`src/rtl/fma_issue_scheduler_if.sv`:
```
// ----------------------------------------------------------------------------
// fma_issue_scheduler_if
// Bundle between the issue queue head and the FMA issue scheduler.
//   req_valid/req_op/req_tag : head op offered for issue (op 0=ADD 1=MUL 2=MADD)
//   req_ready                : grant, issue on req_valid & req_ready
//   flush                    : backend redirect, squashes in-flight predictions
//   wake_valid/wake_tag      : an op writes back next cycle
//   wb_valid/wb_tag          : an op writes back this cycle
//   inflight                 : ops granted but not yet drained
//   stall_cnt                : saturating count of blocked valid cycles
// master = issue side, slave = scheduler.
// ----------------------------------------------------------------------------
interface fma_issue_scheduler_if #(
    parameter int unsigned TAG_W   = 6,
    parameter int unsigned STALL_W = 16
) ();
    logic               req_valid;
    logic [1:0]         req_op;
    logic [TAG_W-1:0]   req_tag;
    logic               req_ready;
    logic               flush;
    logic               wake_valid;
    logic [TAG_W-1:0]   wake_tag;
    logic               wb_valid;
    logic [TAG_W-1:0]   wb_tag;
    logic [2:0]         inflight;
    logic [STALL_W-1:0] stall_cnt;

    modport master (
        output req_valid, req_op, req_tag, flush,
        input  req_ready, wake_valid, wake_tag, wb_valid, wb_tag, inflight, stall_cnt
    );

    modport slave (
        input  req_valid, req_op, req_tag, flush,
        output req_ready, wake_valid, wake_tag, wb_valid, wb_tag, inflight, stall_cnt
    );
endinterface

```
`src/rtl/fma_issue_scheduler.sv`:
```
// ----------------------------------------------------------------------------
// fma_issue_scheduler
// Issue-slot scheduler for one FMA slice (FMUL -> FADD, shared adder input,
// single writeback port). A reservation table indexed by "cycles from now"
// tracks adder-entry and writeback slots; an op is granted only when none of
// its slots are taken. Granted ops produce a wakeup one cycle before their
// writeback, and the writeback tag itself.
// Ports:
//   i_clk  : clock
//   i_rst  : synchronous reset, active-low
//   bus    : slave side of fma_issue_scheduler_if (request, flush, wake/wb,
//            inflight and stall counters)
// ----------------------------------------------------------------------------
module fma_issue_scheduler #(
    parameter int unsigned TAG_W    = 6,
    parameter int unsigned ADD_LAT  = 2,
    parameter int unsigned MUL_LAT  = 3,
    parameter int unsigned MADD_OFF = 3,
    parameter int unsigned STALL_W  = 16
) (
    input  logic                  i_clk,
    input  logic                  i_rst,
    fma_issue_scheduler_if.slave  bus
);
    localparam int unsigned H = MADD_OFF + ADD_LAT;

    localparam logic [1:0] OP_ADD  = 2'd0;
    localparam logic [1:0] OP_MUL  = 2'd1;
    localparam logic [1:0] OP_MADD = 2'd2;

    // Slot k describes the cycle k cycles from now.
    logic [H:0]         r_add_busy;
    logic [H:0]         r_wb_busy;
    logic [H:0]         r_wb_live;
    logic [TAG_W-1:0]   r_wb_tag [0:H];
    logic [2:0]         r_inflight;
    logic [STALL_W-1:0] r_stall;

    logic               w_slot_ok;
    logic               w_ready;
    logic               w_issue;
    logic [H:0]         w_new_add;
    logic [H:0]         w_new_wb;
    logic [H:0]         w_add_d;
    logic [H:0]         w_wb_d;
    logic [H:0]         w_live_d;
    logic [TAG_W-1:0]   w_tag_d [0:H];

    // Collision check against the current table only; req_valid is not used
    // so there is no valid->ready path.
    always_comb begin
        w_slot_ok = 1'b0;
        case (bus.req_op)
            OP_ADD:  w_slot_ok = ~r_add_busy[0] & ~r_wb_busy[ADD_LAT];
            OP_MUL:  w_slot_ok = ~r_wb_busy[MUL_LAT];
            OP_MADD: w_slot_ok = ~r_add_busy[MADD_OFF] & ~r_wb_busy[H];
            default: w_slot_ok = 1'b0;
        endcase
    end

    assign w_ready = w_slot_ok & ~bus.flush & i_rst;
    assign w_issue = bus.req_valid & w_ready;

    always_comb begin
        w_new_add = '0;
        w_new_wb  = '0;
        if (w_issue) begin
            case (bus.req_op)
                OP_ADD: begin
                    w_new_add[0]       = 1'b1;
                    w_new_wb[ADD_LAT]  = 1'b1;
                end
                OP_MUL: begin
                    w_new_wb[MUL_LAT]  = 1'b1;
                end
                OP_MADD: begin
                    w_new_add[MADD_OFF] = 1'b1;
                    w_new_wb[H]         = 1'b1;
                end
                default: begin
                    w_new_add = '0;
                    w_new_wb  = '0;
                end
            endcase
        end
    end

    // Shift the table one slot toward "now", merging this cycle's reservation.
    // Flush drops live bits but keeps busy bits: squashed ops still drain.
    always_comb begin
        w_add_d  = '0;
        w_wb_d   = '0;
        w_live_d = '0;
        for (int unsigned k = 0; k <= H; k++) begin
            w_tag_d[k] = '0;
        end
        for (int unsigned k = 0; k < H; k++) begin
            w_add_d[k]  = r_add_busy[k+1] | w_new_add[k+1];
            w_wb_d[k]   = r_wb_busy[k+1] | w_new_wb[k+1];
            w_live_d[k] = (r_wb_live[k+1] & ~bus.flush) | w_new_wb[k+1];
            w_tag_d[k]  = w_new_wb[k+1] ? bus.req_tag : r_wb_tag[k+1];
        end
    end

    always_ff @(posedge i_clk) begin
        if (!i_rst) begin
            r_add_busy <= '0;
            r_wb_busy  <= '0;
            r_wb_live  <= '0;
            for (int unsigned k = 0; k <= H; k++) begin
                r_wb_tag[k] <= '0;
            end
        end else begin
            r_add_busy <= w_add_d;
            r_wb_busy  <= w_wb_d;
            r_wb_live  <= w_live_d;
            for (int unsigned k = 0; k <= H; k++) begin
                r_wb_tag[k] <= w_tag_d[k];
            end
        end
    end

    // Squashed ops keep counting until their writeback slot drains.
    always_ff @(posedge i_clk) begin
        if (!i_rst) begin
            r_inflight <= '0;
        end else begin
            case ({w_issue, r_wb_busy[0]})
                2'b10:   r_inflight <= r_inflight + 3'd1;
                2'b01:   r_inflight <= r_inflight - 3'd1;
                default: r_inflight <= r_inflight;
            endcase
        end
    end

    always_ff @(posedge i_clk) begin
        if (!i_rst) begin
            r_stall <= '0;
        end else if (bus.req_valid && !w_ready && (r_stall != {STALL_W{1'b1}})) begin
            r_stall <= r_stall + 1'b1;
        end
    end

    assign bus.req_ready  = w_ready;
    assign bus.wb_valid   = r_wb_busy[0] & r_wb_live[0];
    assign bus.wb_tag     = r_wb_tag[0];
    assign bus.wake_valid = r_wb_busy[1] & r_wb_live[1];
    assign bus.wake_tag   = r_wb_tag[1];
    assign bus.inflight   = r_inflight;
    assign bus.stall_cnt  = r_stall;
endmodule
```
`src/flat_wrapper.sv`:
```
// flat-port wrapper written by rule: the top's interface ports become plain ports
module fma_issue_scheduler_flat 
#(
    parameter int unsigned TAG_W    = 6,
    parameter int unsigned ADD_LAT  = 2,
    parameter int unsigned MUL_LAT  = 3,
    parameter int unsigned MADD_OFF = 3,
    parameter int unsigned STALL_W  = 16
)
  (i_clk, i_rst, bus_req_valid, bus_req_op, bus_req_tag, bus_flush, bus_req_ready, bus_wake_valid, bus_wake_tag, bus_wb_valid, bus_wb_tag, bus_inflight, bus_stall_cnt);
  fma_issue_scheduler_if #(.TAG_W(TAG_W), .STALL_W(STALL_W)) bus_i ();
  input  logic i_clk;
  input  logic i_rst;
  input wire logic [$bits(bus_i.req_valid)-1:0] bus_req_valid;
  input wire logic [$bits(bus_i.req_op)-1:0] bus_req_op;
  input wire logic [$bits(bus_i.req_tag)-1:0] bus_req_tag;
  input wire logic [$bits(bus_i.flush)-1:0] bus_flush;
  output wire logic [$bits(bus_i.req_ready)-1:0] bus_req_ready;
  output wire logic [$bits(bus_i.wake_valid)-1:0] bus_wake_valid;
  output wire logic [$bits(bus_i.wake_tag)-1:0] bus_wake_tag;
  output wire logic [$bits(bus_i.wb_valid)-1:0] bus_wb_valid;
  output wire logic [$bits(bus_i.wb_tag)-1:0] bus_wb_tag;
  output wire logic [$bits(bus_i.inflight)-1:0] bus_inflight;
  output wire logic [$bits(bus_i.stall_cnt)-1:0] bus_stall_cnt;
  assign bus_i.req_valid = bus_req_valid;
  assign bus_i.req_op = bus_req_op;
  assign bus_i.req_tag = bus_req_tag;
  assign bus_i.flush = bus_flush;
  assign bus_req_ready = bus_i.req_ready;
  assign bus_wake_valid = bus_i.wake_valid;
  assign bus_wake_tag = bus_i.wake_tag;
  assign bus_wb_valid = bus_i.wb_valid;
  assign bus_wb_tag = bus_i.wb_tag;
  assign bus_inflight = bus_i.inflight;
  assign bus_stall_cnt = bus_i.stall_cnt;
  fma_issue_scheduler #(.TAG_W(TAG_W), .ADD_LAT(ADD_LAT), .MUL_LAT(MUL_LAT), .MADD_OFF(MADD_OFF), .STALL_W(STALL_W)) u_core (.i_clk(i_clk), .i_rst(i_rst), .bus(bus_i));
endmodule
```
`config.mk`:
```
export PLATFORM = sky130hd
export DESIGN_NAME = fma_issue_scheduler_flat
export DESIGN_NICKNAME = d
export VERILOG_FILES = /design/src/rtl/fma_issue_scheduler_if.sv /design/src/rtl/fma_issue_scheduler.sv /design/src/flat_wrapper.sv
export SDC_FILE = /design/constraint.sdc
export NUM_CORES = 1
export LEC_CHECK = 0
export BUFFER_PORTS_ARGS = -buffer_cell sky130_fd_sc_hd__buf_2
export CAP_MARGIN = 20
export CORE_UTILIZATION = 47
export CTS_BUF_LIST = sky130_fd_sc_hd__clkbuf_2 sky130_fd_sc_hd__clkbuf_4 sky130_fd_sc_hd__clkbuf_8
export CTS_CLUSTER_DIAMETER = 150
export CTS_CLUSTER_SIZE = 16
export DETAILED_ROUTE_END_ITERATION = 8
export PLACE_DENSITY_LB_ADDON = 0.2
export SYNTH_ARGS = -nofsm -noshare
export SYNTH_HDL_FRONTEND = slang
export SYNTH_SLANG_ARGS = --single-unit
export TNS_END_PERCENT = 20
```
`constraint.sdc`:
```
create_clock -name i_clk -period 2.7 [get_ports i_clk]
set_input_delay 0.27 -clock i_clk [delete_from_list [all_inputs] [get_ports i_clk]]
set_output_delay 0.27 -clock i_clk [all_outputs]
set_load 0.01 [all_outputs]
```
* Word level (Yosys, flattened, before mapping) *
Memory sizes are Yosys's and may differ from the RTL's.
Index checks and enable logic that the tools add are counted.

word-level totals
  register bits after elaboration = 37
  RAM bits = 36
  input bits = 12
  word-level logic and storage cells = 81
  memories = 1

memories
  memory           depth  width  read ports  clocked after Yosys merged registers in  wr ports  line                       RTL
  u_core.r_wb_tag  6      6      6           0                                        6         fma_issue_scheduler.sv:35  logic [TAG_W-1:0] r_wb_tag [0:H];

cells by class
  add/subtract/negate cells = 3
  equality and inequality tests = 5
  mux-type cells = 20
  bitwise logic cells = 39
  reductions and logical operators = 5

operator list
  operator                 number
  $mux W6                  12
  $or A1 B1 Y1             19
  $add A16 B1 Y16 const B  1
  $ne A16 B16 Y1 const B   1
  $and A1 B1 Y1            12
  $not A1 Y1               6
  $pmux W3 S2              1
  $mux W1                  5
  $eq A2 B1 Y1 const B     2
  $eq A2 B2 Y1 const B     2
  $mux W4                  1
  $add A3 B1 Y3 const B    1
  $pmux W1 S3              1
  $sub A3 B1 Y3 const B    1
  $logic_and A1 B1 Y1      2
  $logic_not A2 Y1         1
  $or A1 B1 Y1 const B     2
  $reduce_bool A2 Y1       1
  $logic_not A1 Y1         1

* Longest topological paths before layout *
  depth after elaboration = 9
  mapped depth = 9
  depth with buffers taken out = 9

* Worst setup path before layout *
No wires, ideal clock.

  kind = flip-flop to flip-flop
  start = register u_core.r_wb_busy[2]
  end = register u_core.r_inflight[2], in the netlist u_core.bus.inflight[2]
  setup time = 0.070 ns
  arrival = 1.926 ns
  required time = 2.630 ns
  setup slack = 0.705 ns
  cell stages (with the launch flop) = 10
  clock period less this slack = 1.995 ns
  cells stage by stage = dfxtp_1 nor2_1 o311a_1 nand2_1 ha_1 inv_1 fa_1 xor2_1 or3_1 a21oi_1

between the ends
  cells in the longest elaborated chain, start to end = 8
  elaborated cells on any way between the ends = 10
  those cells by class = 2 x eq/ne; 2 x mux; 5 x bitwise; 1 x reduce/logical

RTL lines
  element                                                   line                        RTL
  start, declared                                           fma_issue_scheduler.sv:33   logic [H:0] r_wb_busy;
  start signal, assigned                                    fma_issue_scheduler.sv:115  r_wb_busy <= w_wb_d;
  $not A1 Y1 *                                              fma_issue_scheduler.sv:54   OP_ADD: w_slot_ok = ~r_add_busy[0] & ~r_wb_busy[ADD_LAT];
  $and A1 B1 Y1 *                                           fma_issue_scheduler.sv:54
  $pmux W1 S3 *                                             fma_issue_scheduler.sv:53   case (bus.req_op)
  $and A1 B1 Y1 * (2 in series)                             fma_issue_scheduler.sv:61   assign w_ready = w_slot_ok & ~bus.flush & i_rst;
  net bus_req_ready                                         flat_wrapper.sv:18          output wire logic [$bits(bus_i.req_ready)-1:0] bus_req_ready;
  $and A1 B1 Y1 *                                           fma_issue_scheduler.sv:62   assign w_issue = bus.req_valid & w_ready;
  $eq A2 B1 Y1 / $eq A2 B2 Y1 (equally long branches)       fma_issue_scheduler.sv:128  case ({w_issue, r_wb_busy[0]})
  $pmux W3 S2 / $reduce_bool A2 Y1 (equally long branches)  -
  end signal, assigned                                      fma_issue_scheduler.sv:129  2'b10: r_inflight <= r_inflight + 3'd1;
  end signal, assigned                                      fma_issue_scheduler.sv:130  2'b01: r_inflight <= r_inflight - 3'd1;
  end signal, assigned                                      fma_issue_scheduler.sv:131  default: r_inflight <= r_inflight;
  end, declared                                             fma_issue_scheduler.sv:36   logic [2:0] r_inflight;

The timed path passes the listed nets; every way through them passes the cells marked *.
A chain may end at the register's enable or synchronous reset.

* Final worst setup path *
  start = register u_core.r_stall[0], in the netlist u_core.bus.stall_cnt[0]
  end = register u_core.r_stall[9], in the netlist u_core.bus.stall_cnt[9]

between the ends
  cells in the longest elaborated chain, start to end = 2
  elaborated cells on any way between the ends = 3
  those cells by class = 1 x add/sub; 1 x eq/ne; 1 x reduce/logical

RTL lines
  element                                                                  line                        RTL
  start, declared                                                          fma_issue_scheduler.sv:37   logic [STALL_W-1:0] r_stall;
  start signal, assigned                                                   fma_issue_scheduler.sv:140  r_stall <= r_stall + 1'b1;
  parallel branches: the longest is 2 deep, another holds $add A16 B1 Y16  -

Parallel ways; which one is timed is not known.

==> results by group <==
Logic synthesis
  • Syn_nets: 251
  • Seq cells post-synth: 61
  • Warning count from the yosys run: 0
  • Syn Area/Cell: 9.78 um2
  • Post-synthesis sequential area ratio: 0.529
  • Cell variety after synth: 32
  • Cell Area, Synth: 2310 um2
  • Mapped Cells: 236

Floorplan
  • Die height: 72.1 um
  • FP Rows: 25
  • Die area: 5190 um2
  • Die W: 72.1 um
  • # IOs: 46
  • CORE AREA: 4720 um2
  • Starting Density: 0.488

Clock network
  • Post_cts resized: 0
  • Root Driver: clkbuf_8
  • Clk buf depth: 2
  • Clock buffer count from CTS: 9
  • Worst skew pair latency: 340 ps
  • CTS clock-pin slew for the worst setup and hold paths: 60 ps
  • CTS tree: done
  • CTS Hold Bufs: 0
  • Clock Sinks: 61
  • Post-CTS setup buffers: 0
  • # H-tree levels: 3

Setup path
  • Crit path depth: 6
  • CP top delay family: simple AND/OR/NAND/NOR gates
  • Cells on worst reg2reg path: 6
  • Critical-path top delay cell: or4_1
  • Arr. time, crit path: 2390 ps
  • Crit end category: register
  • Worst path required time: 2960 ps
  • Critical path startpoint category: register
  • Crit path cell chain: ha_1, nand3_1, nor3_1, a211o_1, or4_1, a21oi_1
  • Crit path largest cell delay: 570 ps
  • Crit-path max FO: 21
  • WP buf/inv: 0
  • Crit path kind: reg -> reg

Timing
  • Slew Limit Fails: 0
  • Final setup viols: 0
  • Setup Skew: 4.72 ps
  • Slew HR: 0.448
  • Final Hold Fails: 0
  • Slew @ Worst Pin: 827 ps
  • Setup TNS: 0 ps
  • Minimum clock period: 2130 ps
  • Fmax: 470 MHz
  • Unrepaired setup endpoints after global routing: false
  • Final worst path period share: 0.788

Placed design
  • Placed cell area: 2490 um2
  • Detailed placement HPWL: 2740 um
  • GP Congestion: 0.736
  • IO buf count: 45

Route
  • Vias per cell: 4.90
  • Drt total wl: 4070 um
  • Drt wl/cell: 11.8 um
  • Drt first pass iters: 4
  • Detail Route Antenna Nets: 0
  • Vias: 1689
  • DRT iter0 DRCs: 58
  • Drc violations: 0

Layout
  • Share of layout cells above drive strength 1: 0.227
  • FILL cells: 422
  • Diode count: 0
  • P&R area growth vs syn: 16.8%
  • Fin area: 2690 um2
  • Fin nets: 288

Global route
  • Gr usage total: 0.177
  • Largest net degree at the start of global routing: 22
  • Antenna violations before repair: 0
  • Vias in the first global route: 1533
  • First-pass GRT wire length: 6760 um
  • Grt ovf: 0

Min path
  • Worst Hold Path Cells: 2
  • Worst hold-check path type: in -> reg

Power
  • Static leakage: 1.19 nW
  • VDD IR max: 333 uV
  • Pwr dens: 666 nW/um2
  • Overall power: 1.80 mW

Outcome
  • Status: finished, final reports clean

Flow run
  • Max cap viols: 0
-- power breakdown --
part,internal (mW),leakage (nW),switching [mW]
sequential,0.910,0.492,0.00707
combinational,0.0267,0.598,0.0436
clock,0.469,0.103,0.339
-- cells by family after synthesis --
group           count (synthesis)  share of synthesized area
compound gates                 34                     0.0851
xor+xnor                        4                     0.0152
fa+ha+maj                       3                     0.0195
buf+inv                        30                     0.0727
flops                          61                      0.529
mux                            14                     0.0607
simple gates                   90                      0.217
-- through the flow --
step / instances / setup slack [ps] / util / hold slack [ps]
2_1_floorplan: 236 / 705 / - / 346
3_3_place_gp: 329 / 503 / 0.528 / 414
3_5_place_dp: 329 / 459 / 0.528 / 418
4_1_cts: 345 / 565 / 0.570 / 145
5_1_grt: 345 / 443 / 0.570 / 156
6_report: 345 / 573 / 0.570 / 163
-- flip-flops by register name, summed over array words and instances (netlist names) --
register              count
u_core.bus.inflight       3
u_core.bus.stall_cnt     16
u_core.r_add_busy         3
u_core.r_wb_busy          5
u_core.r_wb_live          4
u_core.r_wb_tag          30
-- cells in the mapped netlist --
library cell | count | share of area
nor3_1 | 3 | 0.0065
nor2_1 | 20 | 0.033
inv_1 | 10 | 0.016
o311a_1 | 1 | 0.0043
and2b_1 | 1 | 0.0033
or4_1 | 5 | 0.016
dfxtp_1 | 61 | 0.53
a21oi_1 | 17 | 0.037
and2_1 | 26 | 0.071
nand3_1 | 3 | 0.0065
nand4bb_1 | 1 | 0.0049
nor3b_1 | 2 | 0.0065
xor2_1 | 4 | 0.015
buf_2 | 2 | 0.0043
mux2i_1 | 14 | 0.061
o31ai_1 | 5 | 0.016
o21ai_0 | 8 | 0.017
or4b_2 | 1 | 0.0043
clkbuf_1 | 5 | 0.0081
buf_4 | 12 | 0.039
and4_1 | 1 | 0.0038
nand4_1 | 4 | 0.011
fa_1 | 1 | 0.0087
and3_1 | 1 | 0.0027
or3_1 | 8 | 0.022
nor4_1 | 1 | 0.0027
ha_1 | 2 | 0.011
a211o_1 | 1 | 0.0038
buf_6 | 1 | 0.0049
o21a_1 | 2 | 0.0065
nand2_1 | 10 | 0.016
nand2b_1 | 3 | 0.0081
-- placed cells by master (no fill, tap or decap), types with 3 or more instances in the layout --
cell / n
xor2_1: 4
o31ai_1: 5
nand4_1: 4
nor2_1: 20
nand2b_1: 3
clkbuf_8: 10
nand3_1: 3
nand2_1: 10
dfxtp_1: 61
or4_1: 5
inv_1: 10
or3_1: 8
buf_2: 45
nor3_1: 3
mux2i_1: 14
a21oi_1: 17
o21ai_0: 8
and2_1: 26
-- cell type report --
cell class                 instances  area (um2)  share of cell area
clock buffer                      12         153              0.0567
clock inverter                     4        47.5              0.0176
inverter                          10        37.5              0.0139
multi-input combinational        145         918               0.341
sequential                        61        1220               0.453
tap                               67        83.8              0.0311
timing repair buffer              46         233              0.0864
-- path summary, 6_finish.rpt --
check	start	endpoint	slack (ps)
worst max register to register	u_core.bus.stall_cnt[0]	u_core.bus.stall_cnt[9]	570
worst min-delay path	bus_req_op[0]	u_core.r_add_busy[2]	160
worst max-delay path	u_core.bus.stall_cnt[0]	u_core.bus.stall_cnt[9]	570
worst min register to register	u_core.r_wb_tag[0][24]	u_core.r_wb_tag[0][18]	430
-- metal layers --
layer | wire, um | track usage
met1 | 1940 | 0.212
met4 | 136 | 0.137
met2 | 1850 | 0.265
met3 | 148 | 0.0528
met5 | 0 | 0
(Power assumes the default switching activity.)
